## config.mk

```make
export PLATFORM = sky130hd
export DESIGN_NAME = reg_file_wb
export DESIGN_NICKNAME = d
export VERILOG_FILES = /design/src/rtl/mips_pkg.sv /design/src/rtl/wb_scoreboard.sv /design/src/rtl/reg_file_wb.sv
export SDC_FILE = /design/constraint.sdc
export NUM_CORES = 2
export LEC_CHECK = 0
export CAP_MARGIN = 25
export CORE_UTILIZATION = 39
export DETAILED_ROUTE_END_ITERATION = 8
export PLACE_DENSITY_LB_ADDON = 0.25
export SYNTH_ARGS = -nofsm -noshare
export SYNTH_HDL_FRONTEND = slang
export SYNTH_HIERARCHICAL = 1
export SYNTH_SLANG_ARGS = --single-unit
```

## constraint.sdc

```tcl
create_clock -name clk -period 2.8 [get_ports clk]
set_input_delay 0.28 -clock clk [delete_from_list [all_inputs] [get_ports clk]]
set_output_delay 0.28 -clock clk [all_outputs]
set_load 0.05 [all_outputs]
```

## src/rtl/mips_pkg.sv

```systemverilog
// Shared MIPS datapath constants and types used by decode, writeback and the register file.
package mips_pkg;

    localparam int DATA_W   = 32;
    localparam int ADDR_W   = 5;
    localparam int NREGS    = 1 << ADDR_W;
    localparam int ZERO_REG = 0;
    localparam int LINK_REG = 31;

    typedef logic [ADDR_W-1:0] regidx_t;
    typedef logic [DATA_W-1:0] word_t;
    typedef logic [ADDR_W:0]   count_t;

    // True when the index names a real, writable register.
    function automatic logic is_writable(input regidx_t idx);
        return idx != regidx_t'(ZERO_REG);
    endfunction

endpackage

```

## src/rtl/wb_scoreboard.sv

```systemverilog
// Pending-write scoreboard: one bit per register, set on issue, cleared on retire,
// with a registered count of how many registers are outstanding.
module wb_scoreboard
    import mips_pkg::*;
(
    input  logic    clk,
    input  logic    rst_n,
    input  logic    issue_en,
    input  regidx_t issue_dest,
    input  logic    retire_en,
    input  regidx_t retire_dest,
    input  regidx_t rs_addr,
    input  regidx_t rt_addr,
    output logic    rs_pending,
    output logic    rt_pending,
    output count_t  pend_count
);

    logic [NREGS-1:0] pending;
    logic [NREGS-1:0] pending_next;
    logic             set_new;
    logic             cleared;
    logic             issue_ok;
    logic             retire_ok;

    assign issue_ok  = issue_en  && is_writable(issue_dest);
    assign retire_ok = retire_en && is_writable(retire_dest);

    // Next pending vector; an issue beats a retire of the same register because
    // the issued instruction is a newer writer that is still outstanding.
    always_comb begin
        pending_next = pending;
        set_new      = 1'b0;
        cleared      = 1'b0;
        if (retire_ok) begin
            pending_next[retire_dest] = 1'b0;
            cleared = pending[retire_dest] && !(issue_ok && issue_dest == retire_dest);
        end
        if (issue_ok) begin
            pending_next[issue_dest] = 1'b1;
            set_new = !pending[issue_dest];
        end
    end

    // Pending bits and their population count move together on the same edge.
    always_ff @(posedge clk or negedge rst_n) begin
        if (!rst_n) begin
            pending    <= '0;
            pend_count <= '0;
        end else begin
            pending    <= pending_next;
            pend_count <= pend_count + count_t'(set_new) - count_t'(cleared);
        end
    end

    // A retire in this cycle is bypassed to the reader, so it no longer counts as a hazard.
    always_comb begin
        rs_pending = pending[rs_addr] && !(retire_en && retire_dest == rs_addr)
                     && is_writable(rs_addr);
        rt_pending = pending[rt_addr] && !(retire_en && retire_dest == rt_addr)
                     && is_writable(rt_addr);
    end

endmodule

```

## src/rtl/reg_file_wb.sv

```systemverilog
// MIPS register file: 32x32 storage, two bypassed combinational read ports,
// one writeback port, and a pending-write scoreboard for RAW hazard detection.
module reg_file_wb
    import mips_pkg::*;
(
    input  logic    clk,
    input  logic    rst_n,
    input  logic    RegWrite,
    input  regidx_t RegDest,
    input  word_t   Data2Reg,
    input  regidx_t RsAddr,
    input  regidx_t RtAddr,
    output word_t   RsData,
    output word_t   RtData,
    input  logic    IssueEn,
    input  regidx_t IssueDest,
    output logic    RsPending,
    output logic    RtPending,
    output count_t  PendCount
);

    word_t regs [NREGS];

    // Writeback port; register zero is never written so it stays at its reset value.
    always_ff @(posedge clk or negedge rst_n) begin
        if (!rst_n) begin
            for (int i = 0; i < NREGS; i++) begin
                regs[i] <= '0;
            end
        end else if (RegWrite && is_writable(RegDest)) begin
            regs[RegDest] <= Data2Reg;
        end
    end

    // Read ports: zero register reads 0, a same-cycle writeback is forwarded, else storage.
    always_comb begin
        RsData = regs[RsAddr];
        RtData = regs[RtAddr];
        if (RegWrite && RegDest == RsAddr) begin
            RsData = Data2Reg;
        end
        if (RegWrite && RegDest == RtAddr) begin
            RtData = Data2Reg;
        end
        if (!is_writable(RsAddr)) begin
            RsData = '0;
        end
        if (!is_writable(RtAddr)) begin
            RtData = '0;
        end
    end

    wb_scoreboard u_scoreboard (
        .clk         (clk),
        .rst_n       (rst_n),
        .issue_en    (IssueEn),
        .issue_dest  (IssueDest),
        .retire_en   (RegWrite),
        .retire_dest (RegDest),
        .rs_addr     (RsAddr),
        .rt_addr     (RtAddr),
        .rs_pending  (RsPending),
        .rt_pending  (RtPending),
        .pend_count  (PendCount)
    );

endmodule
```

==> flow_metrics.tcl <==
set metrics [dict create \
    status "finished with violations" \
    violations "negative setup slack" \
    combPwrFrac_pct 26.4 \
    htreeDepth 3 \
    fp.dieW_um 390 \
    final_layout_size_suffix_gt1_share_pct 52.7 \
    synth_area_leaders "dfrtp_1 45%, mux2_2 19%, mux4_2 14%, mux2i_1 5.6%, clkbuf_1 1.5%" \
    synth_top_family_by_area "multiplexers" \
    hold_violations 0 \
    synth_top_cell_by_area "dfrtp_1" \
    rows 141 \
    grt_start_max_net_pins 87 \
    core_area_um2 149000 \
    synth_top_area_share_pct 45.3 \
    setup_ws_ns -0.278 \
    hp-class "in2async" \
    gp_congestion 0.886 \
    worstPathRequired_ns 3.43 \
    cts_num_sinks 1062 \
    ios 128 \
    seqPwrFrac_pct 41.9 \
    synth_compound_area_share_pct 6.70 \
    p_switching_uw 14600 \
    cts-root-buf "clkbuf_16" \
    cts-buffers-inserted 117 \
    ys.warnings.count 6 \
    power_density_nw_per_um2 678 \
    wl_per_cell_um 32.0 \
    rsz0062_at_grt "true" \
    drv_slew 0 \
    switching_share_pct 29.9 \
    crit_path_end_kind "flop" \
    ys_async_sr_fraction_pct 100 \
    cts_tree "done" \
    ir_drop_mv 0.529 \
    critPathLaunchType "flop" \
    cts_buffer_depth 3 \
    drc_errors 0 \
    start_util_pct 39.5 \
    leakagePower_uw 0.0313 \
    synth-edff-count 0 \
    hpwl_mm 140 \
    drt_wl_total_mm 215 \
    tightest_slew_ns 0.822 \
    ant_nets 0 \
    ys.flop_type "dfrtp_1" \
    synthCells 4260 \
    die-area_um2 152000 \
    firstDrtPassIters 5 \
    grt-ovfl-total 0 \
    finalCritPeriodShare_pct 110 \
    grt_pass1_vias 42700 \
    synth_most_common_cell "dfrtp_1" \
    yosysSeqAreaShare_pct 45.3 \
    reg2reg_slack_ns -0.28 \
    r2r_start "u_scoreboard/pending[25]" \
    ys_seq_elements 1062 \
    tns_ns -2.51 \
    synth_fa_ha_area_share_pct 0.162 \
    clk_pin_slew_ns 0.06 \
    clk_latency_ns 0.76 \
    critPathArrivalTime_ns 3.71 \
    clkPwrFrac_pct 31.7 \
    crit_type "reg2reg" \
    period_minus_slack_ns 3.08 \
    synth-xor-area-share_pct 0.448 \
    synth_common_cells "1,062 x dfrtp_1, 1,007 x mux2_2, 371 x mux4_2" \
    port_buffers 127 \
    vias 41800 \
    drv_cap 0 \
    place_inst 6428 \
    syn_area_per_cell_um2 13.8 \
    preCtsSetupSlack_ns -0.904 \
    num-fill-cells 13000 \
    r2r-end "u_scoreboard/pend_count[2]" \
    grt_first_pass_wirelength_mm 312 \
    syn_to_final_growth_pct 23.4 \
    crit_fanout 2 \
    grt_antenna_before_repair 5 \
    synthMuxAreaShare_pct 39.9 \
    grt_usage_pct 28.2 \
    r2r_cells 11 \
    setup_violations 30 \
    slew_headroom_pct 45.1 \
    final-instance-count-excl-fill 6708 \
    die_h_um 390 \
    synth_cell_types 73 \
    yosys.area_share.simple_pct 3.36 \
    syn_area_um2 58600 \
    drt_first_iter_violations 3900 \
    vias_per_cell 6.23 \
    fmax_ghz 0.325 \
    internal_power_uw 34400 \
    synthesis.nets 4323 \
    final_nets 4672 \
    fin_skew_ns 0.0131 \
]
## through the flow
stage          power (uW)  area, um2  utilization (%)  hold WS (ns)
6_report            49000      72300             48.7         0.101
5_1_grt             51000      72300             48.7         0.120
3_5_place_dp        32600      66300             44.7         0.304
2_1_floorplan       28100      58700                -       -0.0156
4_1_cts             48800      71600             48.2        0.0843
3_3_place_gp        32300      66300             44.6         0.301
## worst max-delay path, cell delays in order, from the launching register on
cell,delay (ns)
dfrtp_1,0.40
mux4_2,0.44
mux4_2,0.49
a22oi_2,0.16
nand4_1,0.19
ha_4,0.33
inv_2,0.04
ha_4,0.15
fa_2,0.36
buf_4,0.15
buf_6,0.10
xor2_1,0.14
## timing repair
action	in CTS	in global routing
resized for setup	223	129
hold buffers	1	0
setup endpoints to repair	71	70
buffers inserted	47	19
pin swaps	98	58
cloned	4	1
hold endpoints to repair	221	0
## worst max path at each step
stage,from,end,slack (ns),depth (start not counted)
finish,u_scoreboard/pending[25],u_scoreboard/pend_count[2],-0.28,11
global route,u_scoreboard/pending[25],u_scoreboard/pend_count[4],-0.37,12
CTS,u_scoreboard/pending[25],u_scoreboard/pend_count[4],-0.25,12
detailed placement,IssueDest[0],u_scoreboard/pend_count[4],-0.90,14
global placement,IssueDest[0],u_scoreboard/pend_count[4],-0.96,14
floorplan,IssueDest[0],u_scoreboard/pend_count[4],-0.11,13
## cell usage in the layout (no fill, tap or decap), drive strengths merged, types with 11 or more instances in the layout
master | netlist | routed
xnor2 | 19 | 19
nor3b | 15 | 15
clkdlybuf4s50 | 0 | 45
nand2 | 114 | 114
nor2b | 34 | 34
mux4 | 384 | 384
xor2 | 11 | 11
nor4 | 20 | 20
nor3 | 28 | 28
nor2 | 55 | 55
o211ai | 25 | 25
nand2b | 19 | 19
clkbuf | 239 | 186
o21ai | 118 | 118
mux2 | 1015 | 1015
mux2i | 327 | 327
clkinv | 2 | 20
buf | 230 | 644
inv | 17 | 24
nand3 | 18 | 18
a21oi | 86 | 86
and3 | 21 | 21
a211oi | 37 | 37
a22oi | 54 | 54
a221o | 42 | 42
nand3b | 20 | 20
a221oi | 62 | 62
o22ai | 75 | 75
dfrtp | 1062 | 1062
## registers in the layout, summed over array words and instances, names as in the netlist
| name | flops |
|---|---|
| regs | 1024 |
| u_scoreboard/pend_count | 6 |
| u_scoreboard/pending | 32 |
## layer usage
metal | track usage [%] | wire length (um) | vias up
met5 | 0 | 46 | -
met4 | 11.3 | 9320 | 6
met3 | 5.85 | 16100 | 426
met2 | 44.1 | 99900 | 1750
met1 | 38.3 | 89700 | 22400
li1 | - | - | 17200
## cell families after synthesis
group                    after synthesis
AO/OA/AOI/OAI                        569
XOR/XNOR                              30
adder cells (fa/ha/maj)                7
buffers and inverters                488
flip-flops                          1062
multiplexers                        1726
AND/OR/NAND/NOR                      378
## power by group through the flow
stage	Clock, uW	Sequential (uW)	Combinational (uW)
floorplan	0	20100	7980
finish	15500	20600	12900
CTS	15800	20400	12600
global route	16400	20900	13700
global placement	0	20600	11700
detailed placement	0	20700	11900
## final cells by class
class,instances,area (um2),share of cell area [%]
clock buffer,182,3470,4.80
sequential,1062,26600,36.7
tap,2002,2500,3.46
clock inverter,30,342,0.472
antenna,4,10.0,0.0138
timing repair buffer,699,8110,11.2
inverter,19,71.3,0.0986
multi-input combinational,2710,31300,43.2
No activity file was read; power rests on OpenSTA's default activity.
